### src/rtl/avi_info_frame_receiver.sv
// AVI InfoFrame sink parser: checks header and checksum of a byte-serial
// data-island packet and latches the decoded AVI fields for the video pipeline.
module avi_info_frame_receiver #(
    parameter int TIMEOUT_CYCLES   = 64,
    parameter int EXPECTED_VERSION = 2,
    parameter int EXPECTED_LENGTH  = 13
) (
    input  logic        clk_pixel,
    input  logic        reset_n,
    input  logic        byte_valid,
    input  logic        packet_start,
    input  logic [7:0]  byte_data,
    output logic        frame_valid,
    output logic        update,
    output logic        checksum_error,
    output logic        header_error,
    output logic [1:0]  video_format,
    output logic        active_format_info_present,
    output logic [1:0]  bar_info,
    output logic [1:0]  scan_info,
    output logic [1:0]  colorimetry,
    output logic [1:0]  picture_aspect_ratio,
    output logic [3:0]  active_format_aspect_ratio,
    output logic        it_content,
    output logic [2:0]  extended_colorimetry,
    output logic [1:0]  rgb_quantization_range,
    output logic [1:0]  non_uniform_picture_scaling,
    output logic [6:0]  video_id_code,
    output logic [1:0]  ycc_quantization_range,
    output logic [1:0]  content_type,
    output logic [3:0]  pixel_repetition,
    output logic [15:0] top_bar_end,
    output logic [15:0] bottom_bar_start,
    output logic [15:0] left_bar_end,
    output logic [15:0] right_bar_start
);

    localparam int         TW           = $clog2(TIMEOUT_CYCLES + 1);
    localparam logic [4:0] LAST_IDX     = 5'd30;
    localparam logic [4:0] SUM_LAST_IDX = 5'(3 + EXPECTED_LENGTH);
    localparam logic [7:0] AVI_TYPE     = 8'h82;

    typedef enum logic [1:0] {IDLE, HEADER, BODY, SKIP} state_t;

    typedef struct packed {
        logic [1:0]  video_format;
        logic        active_format_info_present;
        logic [1:0]  bar_info;
        logic [1:0]  scan_info;
        logic [1:0]  colorimetry;
        logic [1:0]  picture_aspect_ratio;
        logic [3:0]  active_format_aspect_ratio;
        logic        it_content;
        logic [2:0]  extended_colorimetry;
        logic [1:0]  rgb_quantization_range;
        logic [1:0]  non_uniform_picture_scaling;
        logic [6:0]  video_id_code;
        logic [1:0]  ycc_quantization_range;
        logic [1:0]  content_type;
        logic [3:0]  pixel_repetition;
        logic [15:0] top_bar_end;
        logic [15:0] bottom_bar_start;
        logic [15:0] left_bar_end;
        logic [15:0] right_bar_start;
    } avi_fields_t;

    state_t        state, state_next;
    logic [4:0]    byte_cnt;
    logic [4:0]    pb_idx;
    logic [TW-1:0] timeout_cnt;
    logic [7:0]    sum, sum_acc;
    logic [7:0]    hb0, hb1;
    logic          start, timed_out, finish, hdr_err_next;
    logic          done_good, done_bad;
    avi_fields_t   shadow, fields;

    assign start     = byte_valid & packet_start;
    assign timed_out = (state != IDLE) && !byte_valid && (timeout_cnt == TW'(TIMEOUT_CYCLES - 1));
    assign pb_idx    = byte_cnt - 5'd3;
    // Bytes beyond PB[EXPECTED_LENGTH] are still received but do not enter the checksum.
    assign sum_acc   = sum + ((byte_cnt <= SUM_LAST_IDX) ? byte_data : 8'd0);

    // NOTE: every signal written here gets a default first so no latch is inferred.
    always_comb begin
        state_next   = state;
        hdr_err_next = 1'b0;
        finish       = 1'b0;
        if (start) begin
            state_next = HEADER;
        end else if (byte_valid) begin
            case (state)
                IDLE:   state_next = IDLE;
                HEADER: begin
                    if (byte_cnt == 5'd2) begin
                        if (hb0 == AVI_TYPE && hb1 == 8'(EXPECTED_VERSION) &&
                            byte_data[4:0] == 5'(EXPECTED_LENGTH)) begin
                            state_next = BODY;
                        end else begin
                            state_next   = SKIP;
                            hdr_err_next = (hb0 == AVI_TYPE);
                        end
                    end
                end
                BODY: begin
                    if (byte_cnt == LAST_IDX) begin
                        state_next = IDLE;
                        finish     = 1'b1;
                    end
                end
                SKIP:    if (byte_cnt == LAST_IDX) state_next = IDLE;
                default: state_next = IDLE;
            endcase
        end else if (timed_out) begin
            state_next = IDLE;
        end
    end

    // NOTE: sequential state uses non-blocking assignments so every register samples pre-edge values.
    always_ff @(posedge clk_pixel) begin
        if (!reset_n) begin
            state          <= IDLE;
            byte_cnt       <= '0;
            timeout_cnt    <= '0;
            sum            <= '0;
            hb0            <= '0;
            hb1            <= '0;
            done_good      <= 1'b0;
            done_bad       <= 1'b0;
            update         <= 1'b0;
            checksum_error <= 1'b0;
            header_error   <= 1'b0;
            frame_valid    <= 1'b0;
            fields         <= '0;
        end else begin
            state          <= state_next;
            header_error   <= hdr_err_next;
            done_good      <= finish && (sum_acc == 8'd0);
            done_bad       <= finish && (sum_acc != 8'd0);
            update         <= done_good;
            checksum_error <= done_bad;
            if (done_good) begin
                fields      <= shadow;
                frame_valid <= 1'b1;
            end

            if (start) begin
                byte_cnt <= 5'd1;
                sum      <= byte_data;
                hb0      <= byte_data;
            end else if (state_next == IDLE) begin
                byte_cnt <= '0;
                sum      <= '0;
            end else if (byte_valid) begin
                byte_cnt <= byte_cnt + 5'd1;
                sum      <= sum_acc;
                if (byte_cnt == 5'd1) hb1 <= byte_data;
            end

            if (byte_valid || state == IDLE || timed_out) timeout_cnt <= '0;
            else                                          timeout_cnt <= timeout_cnt + 1'b1;
        end
    end

    // NOTE: the shadow fields need no reset; a full BODY pass rewrites them before any commit reads them.
    always_ff @(posedge clk_pixel) begin
        if (byte_valid && !packet_start && state == BODY) begin
            case (pb_idx)
                5'd1:  {shadow.video_format, shadow.active_format_info_present,
                        shadow.bar_info, shadow.scan_info} <= byte_data[6:0];
                5'd2:  {shadow.colorimetry, shadow.picture_aspect_ratio,
                        shadow.active_format_aspect_ratio} <= byte_data;
                5'd3:  {shadow.it_content, shadow.extended_colorimetry,
                        shadow.rgb_quantization_range, shadow.non_uniform_picture_scaling} <= byte_data;
                5'd4:  shadow.video_id_code <= byte_data[6:0];
                5'd5:  {shadow.ycc_quantization_range, shadow.content_type,
                        shadow.pixel_repetition} <= byte_data;
                5'd6:  shadow.top_bar_end[7:0]       <= byte_data;
                5'd7:  shadow.top_bar_end[15:8]      <= byte_data;
                5'd8:  shadow.bottom_bar_start[7:0]  <= byte_data;
                5'd9:  shadow.bottom_bar_start[15:8] <= byte_data;
                5'd10: shadow.left_bar_end[7:0]      <= byte_data;
                5'd11: shadow.left_bar_end[15:8]     <= byte_data;
                5'd12: shadow.right_bar_start[7:0]   <= byte_data;
                5'd13: shadow.right_bar_start[15:8]  <= byte_data;
                default: ;
            endcase
        end
    end

    assign video_format                = fields.video_format;
    assign active_format_info_present  = fields.active_format_info_present;
    assign bar_info                    = fields.bar_info;
    assign scan_info                   = fields.scan_info;
    assign colorimetry                 = fields.colorimetry;
    assign picture_aspect_ratio        = fields.picture_aspect_ratio;
    assign active_format_aspect_ratio  = fields.active_format_aspect_ratio;
    assign it_content                  = fields.it_content;
    assign extended_colorimetry        = fields.extended_colorimetry;
    assign rgb_quantization_range      = fields.rgb_quantization_range;
    assign non_uniform_picture_scaling = fields.non_uniform_picture_scaling;
    assign video_id_code               = fields.video_id_code;
    assign ycc_quantization_range      = fields.ycc_quantization_range;
    assign content_type                = fields.content_type;
    assign pixel_repetition            = fields.pixel_repetition;
    assign top_bar_end                 = fields.top_bar_end;
    assign bottom_bar_start            = fields.bottom_bar_start;
    assign left_bar_end                = fields.left_bar_end;
    assign right_bar_start             = fields.right_bar_start;

endmodule

### config.mk
export PLATFORM = sky130hd
export DESIGN_NAME = avi_info_frame_receiver
export DESIGN_NICKNAME = d
export VERILOG_FILES = /design/src/rtl/avi_info_frame_receiver.sv
export SDC_FILE = /design/constraint.sdc
export NUM_CORES = 1
export LEC_CHECK = 0
export ABC_AREA = 1
export BUFFER_PORTS_ARGS = -buffer_cell sky130_fd_sc_hd__buf_2
export CAP_MARGIN = 10
export CELL_PAD_IN_SITES_DETAIL_PLACEMENT = 0
export CELL_PAD_IN_SITES_GLOBAL_PLACEMENT = 2
export CORE_UTILIZATION = 38
export DETAILED_ROUTE_END_ITERATION = 7
export GPL_TIMING_DRIVEN = 0
export HOLD_SLACK_MARGIN = 0.08
export PLACE_DENSITY_LB_ADDON = 0.15
export SYNTH_ARGS = -nofsm -noshare
export SYNTH_HDL_FRONTEND = slang
export SYNTH_SLANG_ARGS = --single-unit
### constraint.sdc
create_clock -name clk_pixel -period 4.4 [get_ports clk_pixel]
set_input_delay 0.88 -clock clk_pixel [delete_from_list [all_inputs] [get_ports clk_pixel]]
set_output_delay 0.88 -clock clk_pixel [all_outputs]
set_load 0.005 [all_outputs]
# Word level (Yosys, flattened, before mapping)
# Index checks and enable logic that the tools add are counted.
# op_classes
add_sub_neg	4
multipliers	0
div_mod_pow	0
magnitude_cmp	1
n_eq_ne	23
shifts	0
n_mux	18
n_bitwise	7
n_reduce_logical	36
# ops
cell	n
$eq 5x4->1 const B	7
$mux 8	4
$reduce_and 2->1	13
$eq 5x3->1 const B	4
$eq 5x2->1 const B	3
$eq 5x1->1 const B	2
$mux 2	5
$add 8x8->8	1
$eq 8x2->1 const B	1
$eq 8x8->1 const B	1
$logic_and 1x1->1	8
$logic_not 8->1	1
$mux 1	8
$reduce_bool 8->1	1
$add 7x1->7 const B	1
$eq 7x6->1 const B	1
$not 1->1	6
$pmux 2 s3	1
$reduce_or 6->1	1
$add 5x1->5 const B	1
$eq 5x5->1 const B	1
$le 5x5->1 const B	1
$sub 5x2->5 const B	1
$eq 2x2->1 const B	2
other kinds (10)	14
# word_totals
reg_bits	248
latch_bits	0
mem_bits_rw	0
mem_bits_ro	0
in_bits	12
output_inout_bits	106
wordCells	144
mem_count	0

# Depth between registers and ports, before layout
# Gate-level depths: netlist (run 1).
# depth
word_depth	11
ltp_mapped	19
depth_no_buf	19

# Least setup slack after synthesis (run 1)
# Ideal clock, no wire load.
# synth_timing
kind	input to register
from	input byte_data[0]
to	register done_bad
setup_ns	0.114
arrival_time_ns	2.346
required_ns	4.286
slack_ns	1.940
path_stages	11
n_path_buf	0
cell_sequence	inv_1 -> nor2_1 -> ha_1 -> fa_1 -> nand3_1 -> nand3_1 -> xor2_1 -> nor3b_1 -> nand4_1 -> nor2_1 -> nor2_1
# synth_via
elab_chain_cells	4
# synth_lines
item	line	source
from (decl)	12	input logic [7:0] byte_data,
$mux 8	81	assign sum_acc = sum + ((byte_cnt <= SUM_LAST_IDX) ? byte_data : 8'd0);
$add 8x8->8	81	
$reduce_bool 8->1	138	done_bad <= finish && (sum_acc != 8'd0);
$logic_and 1x1->1	138	
to (signal assigned)	138	
to (decl)	74	logic done_good, done_bad;
# No other way between the ends.
# A chain may end at the register's enable or synchronous reset.

# Worst setup path after layout (run 1)
# layout_timing
from	register byte_cnt[0]
to	register done_bad
# layout_via
elab_chain_cells	6
word_cells_on_any_way	10
classes_between	add/sub (1); order compare (1); eq/ne (1); mux (5); reduce/logical (2)
# layout_lines
item	line	source
from (decl)	68	logic [4:0] byte_cnt;
from (signal assigned)	154	byte_cnt <= byte_cnt + 5'd1;
branches (longest 5 deep; another with $add 8x8->8)	n/a	
$logic_and 1x1->1 (*)	138	
# Every way passes the cells marked *.

==> out/metrics.yaml, run 1 <==
status:
  status: "finished clean"
sta:
  finalCritPeriodShare: 0.670
  fin_crit_ps: 2950
  grt_setup_unrepaired: "no"
  slew_headroom: 0.439
  whs_ps: 415
  hold_viol: 0
  skew_ps: 11.8
  setup_violations: 0
  tightest_slew_ps: 842
  setup_tns_ps: 0
  fmax_ghz: 0.339
  maxSlewViolCount: 0
floorplan:
  die_h_um: 158
  dieArea_um2: 24800
  placement_rows: 56
  pin_count: 118
  die_x_um: 158
  start_util: 0.390
  core_area_um2: 23600
power_and_ir_drop:
  pwr-share-clk: 0.469
  total_power_mw: 4.97
  p_sw_mw: 1.09
  internal-power_mw: 3.88
  seqPwrFrac: 0.487
  leakagePower_nw: 4.79
  combPwrFrac: 0.044
  p_sw_frac: 0.219
  p_per_area_nw_per_um2: 447
  vdd_drop_max_uv: 265
synthesis:
  yosysUniqueCellTypes: 36
  synth_nets: 949
  yosysWarnings: 0
  postSynthAreaPerCell_um2: 9.98
  synth_cells: 922
  netlist_area_um2: 9200
  ys_seq_area_frac: 0.651
  synth-seq-cells: 248
hold_path:
  hp-class: "flip-flop to flip-flop"
clock_network:
  cts_inserted_buffers: 27
  cts_setup_buffers: 0
  h-tree-depth: 1
  root_buffer: "clkbuf_16"
  clkSinkCount: 248
  ctsLongestPathBuffers: 3
  cts_resized: 0
  clock_latency_ps: 540
  cts_tree: "yes"
  cts.clk_slew.worst_paths_ps: 60
  cts_hold_buf: 0
drt:
  top_layer_used: "met4"
  wl_met2_mm: 10.2
  wl_met3_um: 788
  dr.pass1.iters: 4
  drt-met1-wl_mm: 11.2
  wirelength_mm: 22.6
  wl_per_cell_um: 16.1
  via_count: 6504
  vias_per_cell: 4.62
  drc_errors: 0
  drtIter0Drc: 425
  antenna_left: 0
setup_path:
  crit_required_ps: 4820
  max_stage_delay_ps: 420
  worstPathArrival_ps: 3370
  critPathBufInv: 2
  path_class: "flip-flop to flip-flop"
  cp_cell_sequence: "inv_1 > ha_1 > nand2_1 > nand2_1 > inv_1 > nor2_1 > ha_1 > fa_1 > xor2_1 > nor3_1 > nor3b_1 > nand4_1 > nor2_1 > nor2_1"
  endpoint_kind: "flip-flop"
  cp_max_fo: 7
  critPathTopFamily: "simple AND/OR/NAND/NOR gates"
  critPathMostFrequentCell: "nor2_1"
  critPathLaunchType: "flip-flop"
  slowest_stage: "dfxtp_1"
final_layout:
  area_growth_pct: 20.7
  layout-drive-gt1-share: 0.185
  fin_nets: 1094
  n_antenna_cell: 0
  fillers: 2331
global_routing:
  grt_max_degree: 17
  grt_antenna_before_repair: 0
  grt.overflow.total: 0
  globalRouteTotalUtil: 0.186
  grt_pass1_wl_mm: 34.9
  grt_pass1_vias: 6160
placement:
  dp_hpwl_mm: 14.7
  numPortBuffers: 116
  gp_congestion: 0.767
flow_run:
  max-cap-violations: 0
==> tightest hold or removal path, stage by stage (launching register included) <==
cell and delay [ps]:
dfxtp_1 310, nand2_1 50, inv_1 40
==> registers in the layout, summed over array words and instances, names as in the netlist, 2 cells and up <==
signal                       flops
extended_colorimetry             3
hb0                              8
bar_info                         2
picture_aspect_ratio             2
bottom_bar_start                16
scan_info                        2
shadow                         102
rgb_quantization_range           2
state                            2
colorimetry                      2
top_bar_end                     16
non_uniform_picture_scaling      2
ycc_quantization_range           2
byte_cnt                         5
timeout_cnt                      7
hb1                              8
right_bar_start                 16
left_bar_end                    16
pixel_repetition                 4
sum                              8
video_format                     2
active_format_aspect_ratio       4
video_id_code                    7
content_type                     2
==> path summary, 6_finish.rpt <==
check	cells after the start	slack (ps)	to	from
max	14	1450	done_bad	byte_cnt[0]
min	2	410	checksum_error	done_bad
max reg2reg	14	1450	done_bad	byte_cnt[0]
min reg2reg	2	410	checksum_error	done_bad
==> synth_stat cells, drive strengths merged <==
cell type | number | share of area
nor3 | 8 | 0.0044
clkbuf | 29 | 0.012
ha | 14 | 0.019
a21boi | 7 | 0.0057
nor4 | 1 | 0.0014
o21ai | 117 | 0.064
nand4 | 12 | 0.0082
inv | 58 | 0.024
nor3b | 2 | 0.0016
a21oi | 23 | 0.016
buf | 14 | 0.010
nand3b | 2 | 0.0030
nand2 | 85 | 0.035
nor2 | 260 | 0.11
dfxtp | 146 | 0.32
xor2 | 11 | 0.010
xnor2 | 1 | 0.00095
nand3 | 26 | 0.023
a31oi | 2 | 0.0020
fa | 1 | 0.0022
edfxtp | 102 | 0.33
clkinv | 1 | 0.00041
==> cell type report <==
type | instances | area, µm² | share of cell area
clock inverter | 13 | 154 | 0.0139
inverter | 59 | 221 | 0.0199
sequential | 248 | 5990 | 0.539
clock buffer | 37 | 773 | 0.0696
buffer | 43 | 201 | 0.0181
tap | 319 | 399 | 0.0359
multi-input combinational | 572 | 2790 | 0.251
timing repair buffer | 116 | 581 | 0.0523
==> cells in the final DEF (no fill, tap or decap), drive strengths merged, types with 2 or more instances in the layout <==
cell and count:
a21boi 7, a21oi 23, a31oi 2, buf 130
bufinv 3, clkbuf 66, clkinv 10, dfxtp 146
edfxtp 102, ha 14, inv 59, nand2 85
nand3 26, nand3b 2, nand4 12, nor2 260
nor3 8, nor3b 2, o21ai 117, xor2 11
==> cells by family (layout without fill, tap and decap cells) <==
| kind of cell | Yosys count | after routing | synth area share |
|---|---|---|---|
| AO/OA/AOI/OAI | 149 | 149 | 0.0876 |
| adder cells (fa/ha/maj) | 15 | 15 | 0.0212 |
| XOR/XNOR | 12 | 12 | 0.0114 |
| AND/OR/NAND/NOR | 396 | 396 | 0.183 |
| flip-flops | 248 | 248 | 0.651 |
| buffers and inverters | 102 | 268 | 0.0460 |
==> per-layer routing <==
layer,GRT usage,vias up
met4,0.0439,0
met1,0.260,3026
met3,0.0260,28
met2,0.305,116
li1,-,3334
met5,0,-
==> power by group through the flow <==
stage	combinational (mW)	sequential, mW	clock (mW)
CTS	0.223	2.42	2.38
floorplan	0.144	2.47	0
detailed placement	0.222	2.47	0
global route	0.246	2.42	2.47
finish	0.220	2.42	2.33
global placement	0.223	2.47	0
==> through the flow <==
stage,std cells,utilization,instance area [µm²],setup slack [ps]
after floorplan,922,-,9200,1940
after global placement,1357,0.431,10200,1100
after detailed placement,1357,0.431,10200,1110
after CTS,1407,0.470,11100,1440
after global routing,1407,0.470,11100,1140
final,1407,0.470,11100,1450
Note: power is estimated with default switching activity, not from simulation.
==> run 2, diff against run 1 <==
--- a/config.mk
+++ b/config.mk
@@ -10,7 +10,7 @@
 export CAP_MARGIN = 10
 export CELL_PAD_IN_SITES_DETAIL_PLACEMENT = 0
 export CELL_PAD_IN_SITES_GLOBAL_PLACEMENT = 2
-export CORE_UTILIZATION = 38
+export CORE_UTILIZATION = 33
 export DETAILED_ROUTE_END_ITERATION = 7
 export GPL_TIMING_DRIVEN = 0
 export HOLD_SLACK_MARGIN = 0.08
==> constraint.sdc (replaced) <==
create_clock -name clk_pixel -period 2.6 [get_ports clk_pixel]
set_input_delay 0.52 -clock clk_pixel [delete_from_list [all_inputs] [get_ports clk_pixel]]
set_output_delay 0.52 -clock clk_pixel [all_outputs]
set_load 0.005 [all_outputs]
==> run 2 against run 1 <==
  * Sequential share of layout area fell by 0.54 points
  * Via count rose by 0.74%
  * Worst setup slack got worse by 1300 ps
  * Die area rose by 15%
  * Count of clock-buffer cells in the layout rose by 4
  * Core utilization fell by 5.7 points
  * Non-clock buffer count rose by 4
  * Sequential power rose by 69%
  * Global-route usage fell by 1.8 points
  * Combinational power rose by 83%
  * Cell area rose by 1.1%
  * Largest power group unchanged
==> out/metrics.yaml, run 2 (synthesis results as in run 1) <==
setup_path:
  cp_max_fo: 4
  critPathTopFamily: "simple AND/OR/NAND/NOR gates"
  r2r_end: "done_bad"
  worstPathArrival_ps: 2890
  critPathLaunchType: "flip-flop"
  cp_cell_sequence: "inv_4 > ha_2 > nand2_1 > nand2_2 > inv_4 > nor2_2 > ha_2 > fa_2 > xor2_1 > nor3_1 > nor3b_2 > nand4_1 > nor2_1 > nor2_2"
  r2r-start: "byte_cnt[0]"
  crit_required_ps: 3010
  max_stage_delay_ps: 370
  critPathBufInv: 2
  endpoint_kind: "flip-flop"
  slowest_stage: "fa_2"
  reg2reg_slack_ps: 120
  critPathLaunch: "byte_cnt[0]"
  reg2reg_depth: 14
  path_class: "flip-flop to flip-flop"
floorplan:
  placement_rows: 60
  pin_count: 118
  dieArea_um2: 28600
  start_util: 0.339
  die_h_um: 169
  core_area_um2: 27200
  die_x_um: 169
sta:
  maxSlewViolCount: 0
  fmax_ghz: 0.404
  grt_setup_unrepaired: "yes"
  fin_ws_ps: 124
  finalCritPeriodShare: 0.952
  hold_viol: 0
  slew_headroom: 0.462
  skew_ps: 13.6
  fin_crit_ps: 2480
  tightest_slew_ps: 804
  setup_violations: 0
clock_network:
  ctsLongestPathBuffers: 3
  clock_latency_ps: 520
  clkSinkCount: 248
  cts.clk_slew.worst_paths_ps: 60
  cts_tree: "yes"
  h-tree-depth: 1
  root_buffer: "clkbuf_16"
  cts_inserted_buffers: 28
placement:
  place_ws_ps: -343
  dp_hpwl_mm: 15.5
  gp_congestion: 0.751
  numPortBuffers: 116
  dp_cells: 1410
final_layout:
  layout-drive-gt1-share: 0.204
  largest_reg_flops: 102
  n_antenna_cell: 0
  ff_latch_area_um2: 5990
  multi_input_area_um2: 2880
  fin_cells: 1466
  top_register: "shadow"
  fillers: 2756
  layout_common_cells: "nor2_1, dfxtp_1, buf_2, o21ai_0, edfxtp_1"
  final_common_cell: "nor2_1"
  postLayoutCoreUtil: 0.413
  area_growth_pct: 22.1
  fin_nets: 1099
drt:
  dr.pass1.iters: 4
  antenna_left: 0
  vias_per_cell: 4.47
  via_count: 6552
  drc_errors: 0
  drtIter0Drc: 347
  wirelength_mm: 23.8
  wl_per_cell_um: 16.2
power_and_ir_drop:
  vdd_drop_max_uv: 423
  total_power_mw: 8.15
  leakagePower_nw: 4.78
  p_per_area_nw_per_um2: 726
global_routing:
  grt_antenna_before_repair: 0
  grt_pass1_vias: 6313
  grt_pass1_wl_mm: 36.9
  grt.overflow.total: 0
  grt_max_degree: 17
  globalRouteTotalUtil: 0.168
flow_run:
  max-cap-violations: 0
hold_path:
  min_delay_worst_endpoint: "header_error"
  hp-class: "primary input to flip-flop"
  hp-start: "packet_start"
  min_path_cells: 4
status:
  status: "finished clean"
-- run 2: cell types whose count changed in the layout (fill, tap and decap cells not counted), moves of 4 or more --
cell | previous run | this run
clkinv_1 | 2 | 6
buf_4 | 1 | 5
clkinv_2 | 8 | 4
nor2_2 | 1 | 6
nor2_1 | 258 | 252
clkbuf_1 | 33 | 38
ha_1 | 14 | 10
-- run 2: metrics by stage --
step | cell area (µm²) | hold WS [ps] | setup TNS (ps)
floorplan | 9200 | 390 | 0
global placement | 10200 | 404 | -9860
detailed placement | 10200 | 411 | -10800
CTS | 11200 | 313 | 0
global route | 11200 | 337 | -32.2
finish | 11200 | 354 | 0
-- run 2: per-layer routing --
layer / vias to the layer above / global-route usage / part of all wire
met2: 117 / 0.275 / 0.46
met3: 32 / 0.0250 / 0.041
li1: 3348 / - / -
met5: - / 0 / 0
met4: 0 / 0.0376 / 0.013
met1: 3055 / 0.235 / 0.49
-- run 2: worst max-delay path by stage --
stage                            to  slack, ps  depth (start not counted)
after floorplan            done_bad        160                         15
after detailed placement  done_good       -340                         13
final                      done_bad        120                         14
after CTS                  done_bad          6                         18
after global placement    done_good       -370                         14
after global routing       done_bad        -30                         16
-- run 2: worst reg2reg max path: stages, from the launching register on --
cell and delay, ps:
dfxtp_4 350, inv_4 40, ha_2 170, nand2_1 70, nand2_2 70, inv_4 80
nor2_2 40, ha_2 190, fa_2 370, xor2_1 200, nor3_1 180, nor3b_2 220
nand4_1 160, nor2_1 150, nor2_2 70
-- run 2: repair_timing --
action                     CTS  global route
setup buffers                3             1
gates cloned                 0             0
gates resized for setup     16            14
setup endpoints to repair    4            20
pin swaps                    7             7
hold buffers                 0             0
-- run 2: where the power goes --
part           leakage (nW)  switching (mW)  internal (mW)
Combinational          2.26           0.274          0.128
Clock                 0.423            1.52           2.13
Sequential             2.10          0.0205           4.07
Total                  4.78            1.82           6.33
-- run 2: area by class of cell --
cell class,instances,share of cell area
sequential,248,0.533
multi-input combinational,572,0.256
clock buffer,41,0.0713
timing repair buffer,120,0.0544
tap,372,0.0414
inverter,59,0.0202
buffer,43,0.0179
clock inverter,11,0.00524
==> run 3, diff against run 2 <==
--- a/config.mk
+++ b/config.mk
@@ -6,12 +6,12 @@
 export NUM_CORES = 1
 export LEC_CHECK = 0
 export ABC_AREA = 1
-export BUFFER_PORTS_ARGS = -buffer_cell sky130_fd_sc_hd__buf_2
 export CAP_MARGIN = 10
 export CELL_PAD_IN_SITES_DETAIL_PLACEMENT = 0
 export CELL_PAD_IN_SITES_GLOBAL_PLACEMENT = 2
-export CORE_UTILIZATION = 33
+export CORE_UTILIZATION = 36
 export DETAILED_ROUTE_END_ITERATION = 7
+export DONT_BUFFER_PORTS = 1
 export GPL_TIMING_DRIVEN = 0
 export HOLD_SLACK_MARGIN = 0.08
 export PLACE_DENSITY_LB_ADDON = 0.15
==> constraint.sdc (replaced) <==
create_clock -name clk_pixel -period 2.2 [get_ports clk_pixel]
set_input_delay 0.44 -clock clk_pixel [delete_from_list [all_inputs] [get_ports clk_pixel]]
set_output_delay 0.44 -clock clk_pixel [all_outputs]
set_load 0.005 [all_outputs]
==> run 3 against run 2 <==
  * First-iteration DRC count up 21%
  * Wire length rose by 0.77%
  * Global-route usage up 1.7 points
  * Die area down 8.2%
  * The flow now finishes with violations (negative setup slack)
  * Sequential share of layout area is 0.059 points lower
  * Core utilization up 3.5 points
==> out/metrics.yaml, run 3 (synthesis results as in run 1) <==
clock_network:
  clock_latency_ps: 530
  clkSinkCount: 248
  cts_tree: "yes"
  root_buffer: "clkbuf_16"
  h-tree-depth: 1
  cts.clk_slew.worst_paths_ps: 60
  cts_inserted_buffers: 28
  ctsLongestPathBuffers: 3
  cts_hold_buf: 9
setup_path:
  slowest_stage: "fa_2"
  endpoint_kind: "flip-flop"
  path_class: "flip-flop to flip-flop"
  r2r_end: "done_good"
  r2r-start: "byte_cnt[0]"
  cp_cell_sequence: "inv_4 > ha_4 > nand2_4 > nand2_4 > inv_8 > nor2_4 > ha_4 > fa_2 > nand3_2 > nand3_2 > xor2_1 > nor3b_2 > nand4_1 > buf_4 > nor3_4"
  reg2reg_slack_ps: -180
  crit_required_ps: 2650
  reg2reg_depth: 15
  cp_max_fo: 5
  max_stage_delay_ps: 370
  worstPathArrival_ps: 2830
  critPathLaunchType: "flip-flop"
final_layout:
  layout_common_cells: "nor2_1, dfxtp_1, o21ai_0, edfxtp_1, nand2_1"
  largest_reg_flops: 102
  fin_nets: 1009
  fillers: 2495
  area_growth_pct: 22.2
  layout-drive-gt1-share: 0.153
  final_common_cell: "nor2_1"
  fin_cells: 1334
  top_register: "shadow"
  n_antenna_cell: 0
  postLayoutCoreUtil: 0.448
drt:
  antenna_left: 0
  via_count: 6275
  drc_errors: 0
  dr.pass1.iters: 4
  wirelength_mm: 24.0
  vias_per_cell: 4.70
  wl_per_cell_um: 18.0
  drtIter0Drc: 419
status:
  status: "finished, violations left"
  violations: "negative setup slack"
power_and_ir_drop:
  p_sw_mw: 2.24
  leakagePower_nw: 4.37
  combPwrFrac: 0.052
  pwr-share-clk: 0.470
  seqPwrFrac: 0.477
  p_per_area_nw_per_um2: 902
  p_sw_frac: 0.221
  internal-power_mw: 7.90
  vdd_drop_max_uv: 503
floorplan:
  pin_count: 118
  start_util: 0.366
  core_area_um2: 25100
  placement_rows: 58
  dieArea_um2: 26200
  die_x_um: 162
  die_h_um: 162
placement:
  numPortBuffers: 0
  gp_congestion: 0.721
  place_ws_ps: -462
  dp_cells: 1252
  dp_hpwl_mm: 14.9
sta:
  whs_ps: 6.48
  slew_headroom: 0.387
  fin_crit_ps: 2380
  hold_viol: 0
  setup_violations: 4
  grt_setup_unrepaired: "yes"
  finalCritPeriodShare: 1.08
  fmax_ghz: 0.421
  tightest_slew_ps: 917
  fin_ws_ps: -177
  maxSlewViolCount: 0
  skew_ps: 10.3
hold_path:
  min_delay_worst_endpoint: "shadow[8]"
  hp-start: "byte_data[0]"
  min_path_cells: 0
  hp-class: "primary input to flip-flop"
global_routing:
  globalRouteTotalUtil: 0.185
  grt_pass1_wl_mm: 37.1
  grt_antenna_before_repair: 2
  grt.overflow.total: 0
  grt_max_degree: 16
  grt_pass1_vias: 6280
flow_run:
  max-cap-violations: 0
==> run 3: changes by cell type in the layout (fill, tap and decap cells not counted), sizes merged <==
| cell | change |
|---|---|
| buf | -98 |
| bufinv | +3 |
| clkbuf | -5 |
| dlygate4sd3 | +9 |
| clkinv | +1 |
==> run 3: worst max-delay path by stage <==
stage,startpoint,endpoint,depth (start not counted)
floorplan,byte_cnt[0],done_bad,18
global placement,byte_cnt[0],done_good,13
detailed placement,byte_cnt[0],done_good,13
CTS,byte_cnt[0],done_bad,18
global route,byte_cnt[1],done_good,18
finish,byte_cnt[0],done_good,15
==> run 3: final cells by class <==
type	count	area, µm²	share of cell area
Inverter	59	231	0.0206
Sequential cell	248	5990	0.533
Buffer	42	198	0.0176
Tap cell	330	413	0.0367
Timing Repair Buffer	31	368	0.0327
Multi-Input combinational cell	572	3090	0.275
Clock inverter	15	156	0.0139
Clock buffer	37	796	0.0708
==> run 3: metrics by stage <==
stage	instance area (µm²)	TNS, ps	power, mW
after floorplan	9220	-43.2	5.22
after global placement	9630	-16330	5.32
after detailed placement	9630	-17780	5.32
after CTS	10900	-846	10.2
after global routing	11200	-2300	10.5
final	11200	-352	10.1
==> run 3: layer usage <==
metal,up-vias,part of all wire,GRT usage
li1,3166,-,-
met1,2950,0.45,0.241
met2,127,0.47,0.307
met3,32,0.056,0.0393
met4,0,0.023,0.0536
met5,-,0,0
==> run 3: what timing repair did <==
| item | 4_1_cts | 5_1_grt |
|---|---|---|
| gates cloned | 0 | 0 |
| buffers inserted | 10 | 12 |
| gates resized for setup | 46 | 25 |
| setup endpoints to repair | 74 | 94 |
| hold endpoints to repair | 106 | 13 |
| pin swaps | 15 | 18 |
==> run 3: power by group through the flow <==
stage	logic, mW	registers [mW]	clock network, mW
6_report	0.530	4.84	4.77
5_1_grt	0.588	4.84	5.07
4_1_cts	0.500	4.84	4.89
3_5_place_dp	0.378	4.94	0
3_3_place_gp	0.380	4.94	0
2_1_floorplan	0.292	4.93	0
==> run 3: worst max-delay path: cells and delay by family (launching register included) <==
kind | cells | cell delay (ps)
AND/OR/NAND/NOR | 8 | 780
adder cells (fa/ha/maj) | 3 | 680
flip-flops | 1 | 350
buffers and inverters | 3 | 290
XOR/XNOR | 1 | 190
